<file path="src/rtl/instr_fetch_if.sv">
// Bus between the instruction fetch unit, its instruction memory port,
// the execute-stage redirect and the downstream decode handshake.
interface instr_fetch_if #(
  parameter int n = 8
);
  logic [n-1:0] mem_rd_addr1;
  logic [n-1:0] mem_rd_data1;
  logic         redirect_valid;
  logic [n-1:0] redirect_pc;
  logic         out_valid;
  logic         out_ready;
  logic [n-1:0] out_ir;
  logic [n-1:0] out_imm;
  logic         out_has_imm;
  logic [n-1:0] out_pc;

  // Fetch unit side
  modport master (
    output mem_rd_addr1,
    input  mem_rd_data1,
    input  redirect_valid,
    input  redirect_pc,
    output out_valid,
    input  out_ready,
    output out_ir,
    output out_imm,
    output out_has_imm,
    output out_pc
  );

  // Memory, execute and decode side
  modport slave (
    input  mem_rd_addr1,
    output mem_rd_data1,
    output redirect_valid,
    output redirect_pc,
    input  out_valid,
    output out_ready,
    input  out_ir,
    input  out_imm,
    input  out_has_imm,
    input  out_pc
  );
endinterface

</file>
<file path="src/rtl/instr_fetch.sv">
// Byte-serial instruction fetch: assembles one- and two-byte instructions
// into packets and queues them in a 2-entry FIFO for decode.
module instr_fetch #(
  parameter int n = 8
) (
  input  logic           clk,
  input  logic           reset,
  instr_fetch_if.master  bus
);

  localparam logic [0:0] S_OP  = 1'b0;
  localparam logic [0:0] S_IMM = 1'b1;

  logic [0:0]   r_state;
  logic [n-1:0] r_pc;
  logic [n-1:0] r_stageIr;
  logic [n-1:0] r_stagePc;
  logic         r_head;
  logic [1:0]   r_count;

  logic [n-1:0] r_fifoIr  [2];
  logic [n-1:0] r_fifoImm [2];
  logic [n-1:0] r_fifoPc  [2];
  logic         r_fifoHas [2];

  logic [2:0]   w_opcode;
  logic         w_twoByte;
  logic         w_pop;
  logic         w_pushOk;
  logic         w_push;
  logic         w_stage;
  logic         w_tail;
  logic [n-1:0] w_pushIr;
  logic [n-1:0] w_pushImm;
  logic         w_pushHas;
  logic [n-1:0] w_pushPc;

  assign w_opcode  = bus.mem_rd_data1[n-1 -: 3];
  assign w_twoByte = (w_opcode != 3'b000) && (w_opcode != 3'b010) && (w_opcode != 3'b100);

  assign w_pop    = bus.out_valid && bus.out_ready;
  assign w_pushOk = (r_count != 2'd2) || w_pop;

  // Latching the opcode of a two-byte instruction never needs queue space.
  assign w_push  = !bus.redirect_valid && w_pushOk && ((r_state == S_IMM) || !w_twoByte);
  assign w_stage = !bus.redirect_valid && (r_state == S_OP) && w_twoByte;
  assign w_tail  = r_head ^ r_count[0];

  always_comb begin
    w_pushIr  = bus.mem_rd_data1;
    w_pushImm = '0;
    w_pushHas = 1'b0;
    w_pushPc  = r_pc;
    if (r_state == S_IMM) begin
      w_pushIr  = r_stageIr;
      w_pushImm = bus.mem_rd_data1;
      w_pushHas = 1'b1;
      w_pushPc  = r_stagePc;
    end
  end

  always_ff @(posedge clk) begin
    if (reset) begin
      r_state   <= S_OP;
      r_pc      <= '0;
      r_stageIr <= '0;
      r_stagePc <= '0;
      r_head    <= 1'b0;
      r_count   <= 2'd0;
    end else if (bus.redirect_valid) begin
      r_state   <= S_OP;
      r_pc      <= bus.redirect_pc;
      r_stageIr <= '0;
      r_stagePc <= '0;
      r_head    <= 1'b0;
      r_count   <= 2'd0;
    end else begin
      if (w_stage) begin
        r_stageIr <= bus.mem_rd_data1;
        r_stagePc <= r_pc;
        r_state   <= S_IMM;
        r_pc      <= r_pc + 1'b1;
      end else if (w_push) begin
        r_state <= S_OP;
        r_pc    <= r_pc + 1'b1;
      end
      if (w_pop) begin
        r_head <= ~r_head;
      end
      case ({w_push, w_pop})
        2'b10:   r_count <= r_count + 2'd1;
        2'b01:   r_count <= r_count - 2'd1;
        default: r_count <= r_count;
      endcase
    end
  end

  // On push-with-pop at full, the tail slot is the head being vacated.
  always_ff @(posedge clk) begin
    if (w_push) begin
      r_fifoIr[w_tail]  <= w_pushIr;
      r_fifoImm[w_tail] <= w_pushImm;
      r_fifoHas[w_tail] <= w_pushHas;
      r_fifoPc[w_tail]  <= w_pushPc;
    end
  end

  assign bus.mem_rd_addr1 = r_pc;
  assign bus.out_valid    = (r_count != 2'd0);
  assign bus.out_ir       = bus.out_valid ? r_fifoIr[r_head]  : '0;
  assign bus.out_imm      = bus.out_valid ? r_fifoImm[r_head] : '0;
  assign bus.out_has_imm  = bus.out_valid ? r_fifoHas[r_head] : 1'b0;
  assign bus.out_pc       = bus.out_valid ? r_fifoPc[r_head]  : '0;

endmodule

</file>
<file path="src/flat_wrapper.sv">
// flat-port wrapper written by rule: the top's interface ports become plain ports
module instr_fetch_flat 
#(
  parameter int n = 8
)
  (clk, reset, bus_mem_rd_addr1, bus_mem_rd_data1, bus_redirect_valid, bus_redirect_pc, bus_out_valid, bus_out_ready, bus_out_ir, bus_out_imm, bus_out_has_imm, bus_out_pc);
  instr_fetch_if #(.n(n)) bus_i ();
  input  logic clk;
  input  logic reset;
  output wire logic [$bits(bus_i.mem_rd_addr1)-1:0] bus_mem_rd_addr1;
  input wire logic [$bits(bus_i.mem_rd_data1)-1:0] bus_mem_rd_data1;
  input wire logic [$bits(bus_i.redirect_valid)-1:0] bus_redirect_valid;
  input wire logic [$bits(bus_i.redirect_pc)-1:0] bus_redirect_pc;
  output wire logic [$bits(bus_i.out_valid)-1:0] bus_out_valid;
  input wire logic [$bits(bus_i.out_ready)-1:0] bus_out_ready;
  output wire logic [$bits(bus_i.out_ir)-1:0] bus_out_ir;
  output wire logic [$bits(bus_i.out_imm)-1:0] bus_out_imm;
  output wire logic [$bits(bus_i.out_has_imm)-1:0] bus_out_has_imm;
  output wire logic [$bits(bus_i.out_pc)-1:0] bus_out_pc;
  assign bus_mem_rd_addr1 = bus_i.mem_rd_addr1;
  assign bus_i.mem_rd_data1 = bus_mem_rd_data1;
  assign bus_i.redirect_valid = bus_redirect_valid;
  assign bus_i.redirect_pc = bus_redirect_pc;
  assign bus_out_valid = bus_i.out_valid;
  assign bus_i.out_ready = bus_out_ready;
  assign bus_out_ir = bus_i.out_ir;
  assign bus_out_imm = bus_i.out_imm;
  assign bus_out_has_imm = bus_i.out_has_imm;
  assign bus_out_pc = bus_i.out_pc;
  instr_fetch #(.n(n)) u_core (.clk(clk), .reset(reset), .bus(bus_i));
endmodule
</file>
<file path="config.mk">
export PLATFORM = sky130hd
export DESIGN_NAME = instr_fetch_flat
export DESIGN_NICKNAME = d
export VERILOG_FILES = /design/src/rtl/instr_fetch_if.sv /design/src/rtl/instr_fetch.sv /design/src/flat_wrapper.sv
export SDC_FILE = /design/constraint.sdc
export NUM_CORES = 1
export LEC_CHECK = 0
export ABC_AREA = 1
export CAP_MARGIN = 30
export CORE_UTILIZATION = 50
export CTS_BUF_LIST = sky130_fd_sc_hd__clkbuf_2 sky130_fd_sc_hd__clkbuf_4 sky130_fd_sc_hd__clkbuf_8
export DETAILED_ROUTE_END_ITERATION = 8
export GPL_ROUTABILITY_DRIVEN = 0
export GPL_TIMING_DRIVEN = 1
export PLACE_DENSITY = 0.75
export REMOVE_ABC_BUFFERS = 1
export SYNTH_ARGS = -nofsm -noshare
export SYNTH_HDL_FRONTEND = slang
export SYNTH_SLANG_ARGS = --single-unit
</file>
<file path="constraint.sdc">
create_clock -name clk -period 4.7 [get_ports clk]
set_input_delay 1.41 -clock clk [delete_from_list [all_inputs] [get_ports clk]]
set_output_delay 1.41 -clock clk [all_outputs]
set_load 0.05 [all_outputs]
</file>
==> out/metrics.csv, run 1 <==
stage,metric,value,unit
layout,# fillers,589,
clock_network,"Hold-fix buffers, CTS",0,
global_routing,Congestion Overflow GR,0,
worst_setup_path,Buffers & Inverters on Critical Path,2,
outcome,status,"finished, final reports clean",
synthesis,cell with the most instances after synthesis,nand2_1,
pwr,PwrDens,354.6,nW/um2
synthesis,"FFs w/ async S/R, synth",0,%
detailed_routing,total number of vias,2698,
die,Die Y,85.68,um
timing,Final Cycle Share,78.00,%
layout,final core utilization,63.37,%
die,Die Footprint,7340,um2
die,num ports,54,
synthesis,Post-synth EDFFs,50,
synthesis,Synth cell types,27,
worst_setup_path,"Req. time, crit path",3.29,ns
detailed_routing,drt total wl,7069,um
global_routing,vias in the first global route,2507,
synthesis,sequential element share of the synthesized area,59.47,%
synthesis,"Cell Area, Synth",3501,um2
layout,share of post-route cells with drive strength above 1,9.174,%
global_routing,Global Route Usage Sum,21.28,%
synthesis,post-synthesis instance total,381,
die,die span in x,85.68,um
layout,Finished Cell Area,4305,um2
worst_setup_path,crit path kind,reg2out,
clock_network,clock buffer depth,2,
die,Rows,30,
clock_network,CTS buffer count,9,
layout,fin cells,532,
synthesis,top cell type's share of synthesized area,42.89,%
timing,pin slew with the least headroom to its limit,0.7737,ns
die,core area,6794,um2
layout,antenna cell count,0,
synthesis,Area contributors post-synth,"edfxtp_1 43%, dfxtp_1 17%, nand2_1 10%",
timing,WHS,0.4537,ns
synthesis,Mapped Avg Cell Area,9.189,um2
timing,Max Fclk,272.8,MHz
synthesis,synth cell count leaders,"94 x nand2_1, 51 x a21oi_1, 50 x edfxtp_1, 37 x inv_1, 34 x o21ai_0",
placed_design,Cells after DPL,516,
placed_design,Detailed Place HPWL,4817,um
timing,Fin Setup TNS,0,ns
global_routing,largest net degree at the start of global routing,28,
worst_setup_path,critical path arrival,2.26,ns
detailed_routing,DR iter-0 viols,154,
timing,fin. max-slew vios,0,
timing,fin crit period,3.666,ns
min_path,worst min path class,reg2reg,
worst_setup_path,CP Max Fanout,25,
worst_setup_path,"CP delay by family, top",buffers and inverters,
placed_design,placed inst area,4085,um2
die,Starting Density,51.53,%
detailed_routing,DRC Markers,0,
timing,relative slew slack,48.23,%
clock_network,CTS root buf,clkbuf_8,
layout,nets,453,
worst_setup_path,Startpoint Class,flop,
clock_network,clk slew on worst S/H paths,0.08,ns
clock_network,CTS tree,yes,
worst_setup_path,"slowest stage cell, crit path",clkdlybuf4s50_1,
global_routing,first-pass GRT wire length,11970,um
worst_setup_path,"Largest stage delay, worst path",0.82,ns
clock_network,"Clk Latency, worst-skew pair",0.35,ns
layout,Layout area overhead,22.98,%
synthesis,Synth Flop Type,edfxtp_1,
clock_network,# H-tree levels,3,
pwr,VDD IR max,156.4,uV
detailed_routing,via/cell ratio,5.071,
detailed_routing,ANT nets after route,0,
clock_network,clock sink count,79,
pwr,leakage power,0.001692,uW
worst_setup_path,crit-path cells,inv_2 -> nand2_1 -> a21oi_1 -> clkdlybuf4s50_1,
detailed_routing,drt wl/cell,13.29,um
clock_network,"Setup Fix Bufs, Post-CTS",0,
placed_design,number of buffers added on ports,53,
synthesis,synthesized flop and latch total,79,
timing,RSZ-0062 raised after global routing,no,
timing,# setup viols final,0,
synthesis,Yosys warning total,0,
worst_setup_path,Critical Path Sink Type,output port,
timing,clock skew,0.006636,ns
synthesis,leading area contributor after synthesis,edfxtp_1,
flow_run,number of max-cap violations,0,
detailed_routing,drt pass-1 iters,4,
clock_network,PostCTS Resize Cnt,0,
timing,Final Hold Vio Count,0,
global_routing,initial antenna violation count,0,
[layout make-up]
cell class,instances,area [um2],share of cell area [%]
flip-flops and latches,79,2082,48.36
inverters,42,157.7,3.662
clock inverters,5,81.33,1.889
multi-input cells,243,1172,27.23
repair buffers,56,553.0,12.85
clock buffers,11,138.9,3.226
well taps,96,120.1,2.790
[tightest hold or removal path, cell delays in order (launching register included)]
cell and delay (ns):
dfxtp_1 0.30, inv_1 0.06, a21oi_1 0.05
[flip-flops by register name, indices dropped and copies added, names as in the netlist, named ones only]
signal                   cells
u_core.bus.mem_rd_addr1      8
u_core.r_count               2
u_core.r_fifoHas             2
u_core.r_fifoImm            16
u_core.r_fifoIr             16
u_core.r_fifoPc             16
u_core.r_head                1
u_core.r_stageIr             8
u_core.r_stagePc             8
u_core.r_state               1
[per-layer routing]
layer	global-route usage (%)	part of all wire, %	up-vias
met4	8.788	2.3	0
li1	-	-	1357
met3	4.909	4.4	14
met1	26.02	44	1258
met2	36.44	49	69
met5	0	0	-
[cells in the final DEF (no fill, tap or decap), drive strengths merged]
master / n
nand2: 98
clkdlybuf4s50: 53
a21oi: 51
edfxtp: 50
inv: 43
nor2: 40
o21ai: 37
dfxtp: 29
clkbuf: 11
nand3: 9
buf: 3
ha: 2
bufinv: 2
xnor2: 1
nand4: 1
xor2: 1
and3: 1
nor3: 1
a211oi: 1
clkinv: 1
clkinvlp: 1
[through the flow]
stage               worst slack (ns)  total power (uW)
finish                         1.034              1527
global route                  0.8718              1587
CTS                            1.014              1533
detailed placement             1.244             988.3
global placement               1.288             983.3
floorplan                      1.326             915.1
[cell families (layout without fill, tap and decap cells)]
kind of cell | Yosys count | in the layout | synth area share (%)
and+or+nand+nor | 150 | 150 | 19.33
DFF | 79 | 79 | 59.47
AOI/OAI and AO/OA | 89 | 89 | 12.79
xor gates and xnor gates | 2 | 2 | 0.5004
adders and majority gates | 2 | 2 | 0.7147
buffers and inverters | 59 | 114 | 7.184
[power by group]
group / total (uW) / switching [uW] / internal (uW)
combinational: 187 / 125 / 62.0
clock: 554 / 242 / 312
sequential: 785 / 18.1 / 767
total: 1530 / 385 / 1140
[worst paths after layout]
| path | slack [ns] | cells after the start | start | endpoint |
|---|---|---|---|---|
| setup / recovery | 1.03 | 4 | flop | bus_out_pc[3] |
| hold / removal | 0.45 | 2 | u_core.r_stagePc[6] | u_core.r_stagePc[6] |
| setup reg to reg | 2.17 | 7 | u_core.r_state | u_core.r_fifoPc[0][2] |
| hold reg to reg | 0.45 | 2 | u_core.r_stagePc[6] | u_core.r_stagePc[6] |
(Power assumes the default switching activity.)
==> run 2, diff against run 1 <==
==> constraint.sdc (replaced) <==
create_clock -name clk -period 3.7 [get_ports clk]
set_input_delay 1.11 -clock clk [delete_from_list [all_inputs] [get_ports clk]]
set_output_delay 1.11 -clock clk [all_outputs]
set_load 0.05 [all_outputs]
==> run 2 against run 1 <==
Flip-flop and latch count stayed put. Cell count is 0.75% higher. Global-route usage is 0.68 points higher. Sequential power grew 27%. Sequential share of layout area is 0.32 points lower. Power up 27%. Die area stayed put. First-iteration DRC count rose by 14%. Cell area rose by 0.67%. Count of clock-buffer cells in the layout rose by 1. Clock power grew 26%. Worst hold slack worse by 0.0011 ns.
==> out/metrics.csv, run 2 (same netlist as run 1, synthesis figures left out) <==
stage,metric,value,unit,change
timing,Final Cycle Share,89.74,%,
clock_network,clk slew on worst S/H paths,0.08,ns,about the same
outcome,status,"finished, final reports clean",,unchanged
worst_setup_path,"CP delay by family, top",buffers and inverters,,unchanged
timing,relative slew slack,55.72,%,was 48.23%
die,Die Footprint,7340,um2,unchanged
layout,area of the multi-input gates,1172,um2,unchanged
layout,final core utilization,63.79,%,was 63.37%
placed_design,number of buffers added on ports,53,,unchanged
worst_setup_path,crit path kind,reg2out,,unchanged
placed_design,Place WS,0.5397,ns,was 1.244 ns
timing,RSZ-0062 raised after global routing,no,,unchanged
worst_setup_path,"Largest stage delay, worst path",0.74,ns,was 0.82 ns
timing,fin crit period,3.320,ns,
clock_network,clock buffer depth,2,,unchanged
detailed_routing,drt pass-1 iters,4,,unchanged
layout,Storage cell area,2082,um2,unchanged
layout,antenna cell count,0,,unchanged
clock_network,CTS root buf,clkbuf_8,,unchanged
flow_run,number of max-cap violations,0,,unchanged
pwr,PwrDens,447.1,nW/um2,was 354.6 nW/um2
die,Die Y,85.68,um,unchanged
layout,Finished Cell Area,4334,um2,was 4305 um2
pwr,VDD IR max,232.7,uV,was 156.4 uV
layout,# fillers,570,,was 589
global_routing,Global Route Usage Sum,21.96,%,was 21.28%
detailed_routing,via/cell ratio,5.076,,was 5.071
die,core area,6794,um2,unchanged
placed_design,Detailed Place HPWL,4594,um,was 4817 um
placed_design,placed inst area,4115,um2,was 4085 um2
clock_network,"Clk Latency, worst-skew pair",0.35,ns,about the same
worst_setup_path,Buffers & Inverters on Critical Path,1,,was 2
clock_network,clock sink count,79,,unchanged
layout,fin cells,536,,was 532
clock_network,CTS tree,yes,,unchanged
layout,biggest regs,"u_core.r_fifoImm: 16 flops, u_core.r_fifoIr: 16 flops, u_core.r_fifoPc: 16 flops",,unchanged
detailed_routing,drt wl/cell,13.55,um,was 13.29 um
worst_setup_path,critical path arrival,2.21,ns,was 2.26 ns
clock_network,PostCTS Resize Cnt,0,,unchanged
worst_setup_path,crit-path cells,nor2_4 -> a21oi_1 -> clkdlybuf4s50_1,,was inv_2 -> nand2_1 -> a21oi_1 -> clkdlybuf4s50_1
timing,fin. max-slew vios,0,,unchanged
worst_setup_path,"slowest stage cell, crit path",clkdlybuf4s50_1,,unchanged
global_routing,first-pass GRT wire length,12350,um,was 11970 um
worst_setup_path,Startpoint Class,flop,,unchanged
detailed_routing,drt total wl,7264,um,was 7069 um
timing,setup ws final,0.3796,ns,was 1.034 ns
detailed_routing,total number of vias,2721,,was 2698
clock_network,# H-tree levels,3,,unchanged
timing,# setup viols final,0,,unchanged
clock_network,"Setup Fix Bufs, Post-CTS",0,,unchanged
placed_design,Cells after DPL,520,,was 516
timing,Final Hold Vio Count,0,,unchanged
layout,"most common cell after layout, fill and taps aside",nand2_1,,unchanged
detailed_routing,DRC Markers,0,,unchanged
min_path,worst min path class,reg2reg,,unchanged
worst_setup_path,CP Max Fanout,27,,was 25
global_routing,vias in the first global route,2693,,was 2507
layout,nets,457,,was 453
global_routing,Congestion Overflow GR,0,,unchanged
die,Rows,30,,unchanged
global_routing,initial antenna violation count,0,,unchanged
worst_setup_path,Critical Path Sink Type,output port,,unchanged
detailed_routing,ANT nets after route,0,,unchanged
detailed_routing,DR iter-0 viols,176,,was 154
layout,Layout area overhead,23.80,%,was 22.98%
timing,clock skew,0.009147,ns,was 0.006636 ns
clock_network,"Hold-fix buffers, CTS",0,,unchanged
die,Starting Density,51.53,%,unchanged
global_routing,largest net degree at the start of global routing,28,,unchanged
pwr,leakage power,0.001713,uW,was 0.001692 uW
timing,Fin Setup TNS,0,ns,unchanged
die,die span in x,85.68,um,unchanged
clock_network,CTS buffer count,9,,unchanged
die,num ports,54,,unchanged
timing,Max Fclk,301.2,MHz,
layout,share of post-route cells with drive strength above 1,10.00,%,was 9.174%
timing,pin slew with the least headroom to its limit,0.6627,ns,was 0.7737 ns
worst_setup_path,"Req. time, crit path",2.59,ns,was 3.29 ns
layout,most frequent cells in the layout,"94 x nand2_1, 53 x clkdlybuf4s50_1, 51 x a21oi_1, 50 x edfxtp_1, 37 x inv_1",,unchanged
-- run 2: final cells by class --
cell class / count / share of cell area [%]
Clock buffer: 12 / 3.378
Clock inverter: 4 / 1.674
Timing Repair Buffer: 60 / 13.45
Sequential cell: 79 / 48.04
Multi-Input combinational cell: 243 / 27.05
Inverter: 42 / 3.637
Tap cell: 96 / 2.771
-- run 2: stage by stage --
step	power, uW	hold slack [ns]
after global routing	2012	0.4788
after CTS	1949	0.4508
final	1938	0.4526
after floorplan	1162	0.4244
after detailed placement	1258	0.4396
after global placement	1251	0.4316
-- run 2: worst register-to-register path, cell delays in order (launching register included) --
cell     delay (ns)
dfxtp_1        0.41
nor2_4         0.58
nor2_1         0.19
ha_1           0.34
inv_1          0.07
o21ai_0        0.19
a21oi_1        0.07
-- run 2: final timing paths --
check / startpoint / to / slack [ns] / cells past startpoint
setup / recovery: u_core.r_count[0] / bus_out_pc[6] / 0.38 / 3
hold / removal: u_core.r_stagePc[6] / u_core.r_stagePc[6] / 0.45 / 2
setup reg to reg: u_core.r_count[0] / u_core.r_count[0] / 1.73 / 6
hold reg to reg: u_core.r_stagePc[6] / u_core.r_stagePc[6] / 0.45 / 2
-- run 2: layer usage --
metal | share of wire [%] | track usage (%) | wire length [um] | up-vias
met5 | 0 | 0 | 0 | -
met4 | 2.1 | 11.67 | 149 | 0
li1 | - | - | - | 1363
met1 | 43 | 26.96 | 3147 | 1249
met2 | 49 | 36.58 | 3583 | 95
met3 | 5.3 | 4.620 | 383 | 14
-- run 2: power by group --
| part | total [uW] | internal (uW) | switching (uW) | leakage (uW) |
|---|---|---|---|---|
| Sequential | 994 | 975 | 19.3 | 0.000695 |
| Combinational | 246 | 80.7 | 166 | 0.000907 |
| Clock | 697 | 402 | 295 | 0.000111 |
==> run 3, diff against run 2 <==
--- a/config.mk
+++ b/config.mk
@@ -6,7 +6,6 @@
 export NUM_CORES = 1
 export LEC_CHECK = 0
 export ABC_AREA = 1
-export CAP_MARGIN = 30
 export CORE_UTILIZATION = 50
 export CTS_BUF_LIST = sky130_fd_sc_hd__clkbuf_2 sky130_fd_sc_hd__clkbuf_4 sky130_fd_sc_hd__clkbuf_8
 export DETAILED_ROUTE_END_ITERATION = 8
==> constraint.sdc (replaced) <==
create_clock -name clk -period 3.4 [get_ports clk]
set_input_delay 1.02 -clock clk [delete_from_list [all_inputs] [get_ports clk]]
set_output_delay 1.02 -clock clk [all_outputs]
set_load 0.05 [all_outputs]
==> run 3 against run 2 <==
Non-clock buffer count grew 1. Routed wire length shrank 8.2%. Die area is the same. Count of clock-buffer cells in the layout shrank 1. Register-to-register slack lost 0.44 ns. Cell area grew 0.55%. Global-route usage shrank 1.8 points. Combinational power grew 10%. Critical path depth grew 1. The flow now finishes with violations (design-rule violations). Critical endpoint is now bus_out_pc[7]. First-iteration DRC count grew 15%. Worst hold slack lost 0.0019 ns. Setup slack lost 0.093 ns.
==> out/metrics.csv, run 3 (same netlist as run 1, synthesis figures left out) <==
stage,metric,value,unit,change
worst_setup_path,Critical Path Sink Type,output port,,unchanged
timing,pin slew with the least headroom to its limit,0.5082,ns,was 0.6627 ns
global_routing,largest net degree at the start of global routing,26,,was 28
timing,WHS,0.4507,ns,was 0.4526 ns
detailed_routing,drt total wl,6669,um,was 7264 um
outcome,failing checks,design-rule violations,,
detailed_routing,total number of vias,2666,,was 2721
placed_design,number of buffers added on ports,53,,unchanged
worst_setup_path,"slowest stage cell, crit path",clkdlybuf4s50_1,,unchanged
pwr,VDD IR max,260.0,uV,was 232.7 uV
timing,Fin Setup TNS,0,ns,unchanged
die,Die Footprint,7340,um2,unchanged
timing,relative slew slack,66.02,%,was 55.72%
worst_setup_path,register-to-register setup slack,1.29,ns,was 1.73 ns
clock_network,"Clk Latency, worst-skew pair",0.35,ns,about the same
clock_network,PostCTS Resize Cnt,0,,unchanged
layout,"most common cell after layout, fill and taps aside",nand2_1,,unchanged
layout,share of post-route cells with drive strength above 1,10.20,%,was 10.00%
timing,RSZ-0062 raised after global routing,no,,unchanged
timing,Max Fclk,321.2,MHz,
detailed_routing,DR iter-0 viols,202,,was 176
placed_design,Detailed Place HPWL,4474,um,was 4594 um
die,Starting Density,51.53,%,unchanged
worst_setup_path,"Largest stage delay, worst path",0.83,ns,was 0.74 ns
clock_network,CTS buffer count,9,,unchanged
clock_network,clock sink count,79,,unchanged
clock_network,# H-tree levels,3,,unchanged
flow_run,number of max-cap violations,0,,unchanged
timing,Final Cycle Share,91.56,%,
detailed_routing,via/cell ratio,4.965,,was 5.076
placed_design,Cells after DPL,521,,was 520
min_path,worst min path class,reg2reg,,unchanged
global_routing,first-pass GRT wire length,11450,um,was 12350 um
layout,antenna cell count,0,,unchanged
timing,clock skew,0.008860,ns,was 0.009147 ns
clock_network,clk slew on worst S/H paths,0.08,ns,about the same
clock_network,CTS tree,yes,,unchanged
layout,Layout area overhead,24.48,%,was 23.80%
timing,fin crit period,3.113,ns,
worst_setup_path,critical path arrival,2.09,ns,was 2.21 ns
clock_network,clock buffer depth,2,,unchanged
detailed_routing,drt pass-1 iters,6,,was 4
clock_network,"Hold-fix buffers, CTS",0,,unchanged
layout,nets,458,,was 457
pwr,leakage power,0.001714,uW,was 0.001713 uW
die,core area,6794,um2,unchanged
die,Rows,30,,unchanged
outcome,status,finished with violations,,"was finished, final reports clean"
global_routing,Congestion Overflow GR,0,,unchanged
worst_setup_path,crit-path cells,nor2_4 -> buf_12 -> a21oi_1 -> clkdlybuf4s50_1,,was nor2_4 -> a21oi_1 -> clkdlybuf4s50_1
die,Die Y,85.68,um,unchanged
detailed_routing,DRC Markers,1,,was 0
timing,fin. max-slew vios,0,,unchanged
detailed_routing,drt wl/cell,12.42,um,was 13.55 um
global_routing,Global Route Usage Sum,20.20,%,was 21.96%
timing,# setup viols final,0,,unchanged
clock_network,"Setup Fix Bufs, Post-CTS",0,,unchanged
layout,biggest regs,"u_core.r_fifoImm: 16 flops, u_core.r_fifoIr: 16 flops, u_core.r_fifoPc: 16 flops",,unchanged
worst_setup_path,Startpoint Class,flop,,unchanged
die,num ports,54,,unchanged
worst_setup_path,"Req. time, crit path",2.38,ns,was 2.59 ns
layout,most frequent cells in the layout,"94 x nand2_1, 53 x clkdlybuf4s50_1, 51 x a21oi_1, 50 x edfxtp_1, 37 x inv_1",,unchanged
detailed_routing,ANT nets after route,0,,unchanged
global_routing,initial antenna violation count,0,,unchanged
clock_network,CTS root buf,clkbuf_8,,unchanged
die,die span in x,85.68,um,unchanged
global_routing,vias in the first global route,2503,,was 2693
worst_setup_path,crit path kind,reg2out,,unchanged
pwr,PwrDens,466.2,nW/um2,was 447.1 nW/um2
timing,Final Hold Vio Count,0,,unchanged
worst_setup_path,CP Max Fanout,18,,was 27
layout,fin cells,537,,was 536
-- run 3: per-stage QoR --
stage | area (um2) | util (%) | total power, uW | setup WS, ns
finish | 4358 | 64.14 | 2032 | 0.2870
global placement | 4160 | 61.23 | 1368 | 0.6201
floorplan | 3407 | - | 1265 | 0.4163
detailed placement | 4160 | 61.23 | 1373 | 0.5725
global route | 4358 | 64.14 | 2119 | 0.1029
CTS | 4358 | 64.14 | 2050 | 0.2506
-- run 3: path summary, 6_finish.rpt --
check	cells after the start	to	startpoint
worst max-delay path	4	bus_out_pc[7]	u_core.r_count[0]
worst min register to register	2	u_core.r_stageIr[7]	u_core.r_stageIr[7]
worst min-delay path	2	u_core.r_stageIr[7]	u_core.r_stageIr[7]
worst max register to register	10	u_core.r_count[1]	u_core.r_state
-- run 3: where the power goes --
| part | leakage [uW] | switching [uW] | total, uW | internal (uW) |
|---|---|---|---|---|
| combinational | 0.000923 | 177 | 271 | 93.8 |
| sequential | 0.000695 | 19.8 | 1080 | 1060 |
| clock | 0.0000964 | 325 | 680 | 355 |
| total | 0.00171 | 522 | 2030 | 1510 |
-- run 3: critical path: cells and delay by family (launching register included) --
family	cells	cell delay, ns
AOI/OAI and AO/OA	1	0.13
buffers and inverters	2	1.00
and+or+nand+nor	1	0.13
DFF	1	0.49
-- run 3: area by class of cell --
cell class | instances | area [um2]
inverter | 42 | 157.7
timing repair buffer | 61 | 628.1
clock inverter | 5 | 58.81
clock buffer | 11 | 138.9
sequential | 79 | 2082
fill | 567 | 2436
multi-input combinational | 243 | 1172
tap | 96 | 120.1
-- run 3: layer usage --
metal | up-vias | share of wire [%] | GRT usage (%)
li1 | 1362 | - | -
met2 | 78 | 49 | 34.04
met1 | 1217 | 45 | 24.71
met3 | 9 | 5.4 | 4.235
met5 | - | 0 | 0
met4 | 0 | 1.1 | 10.15
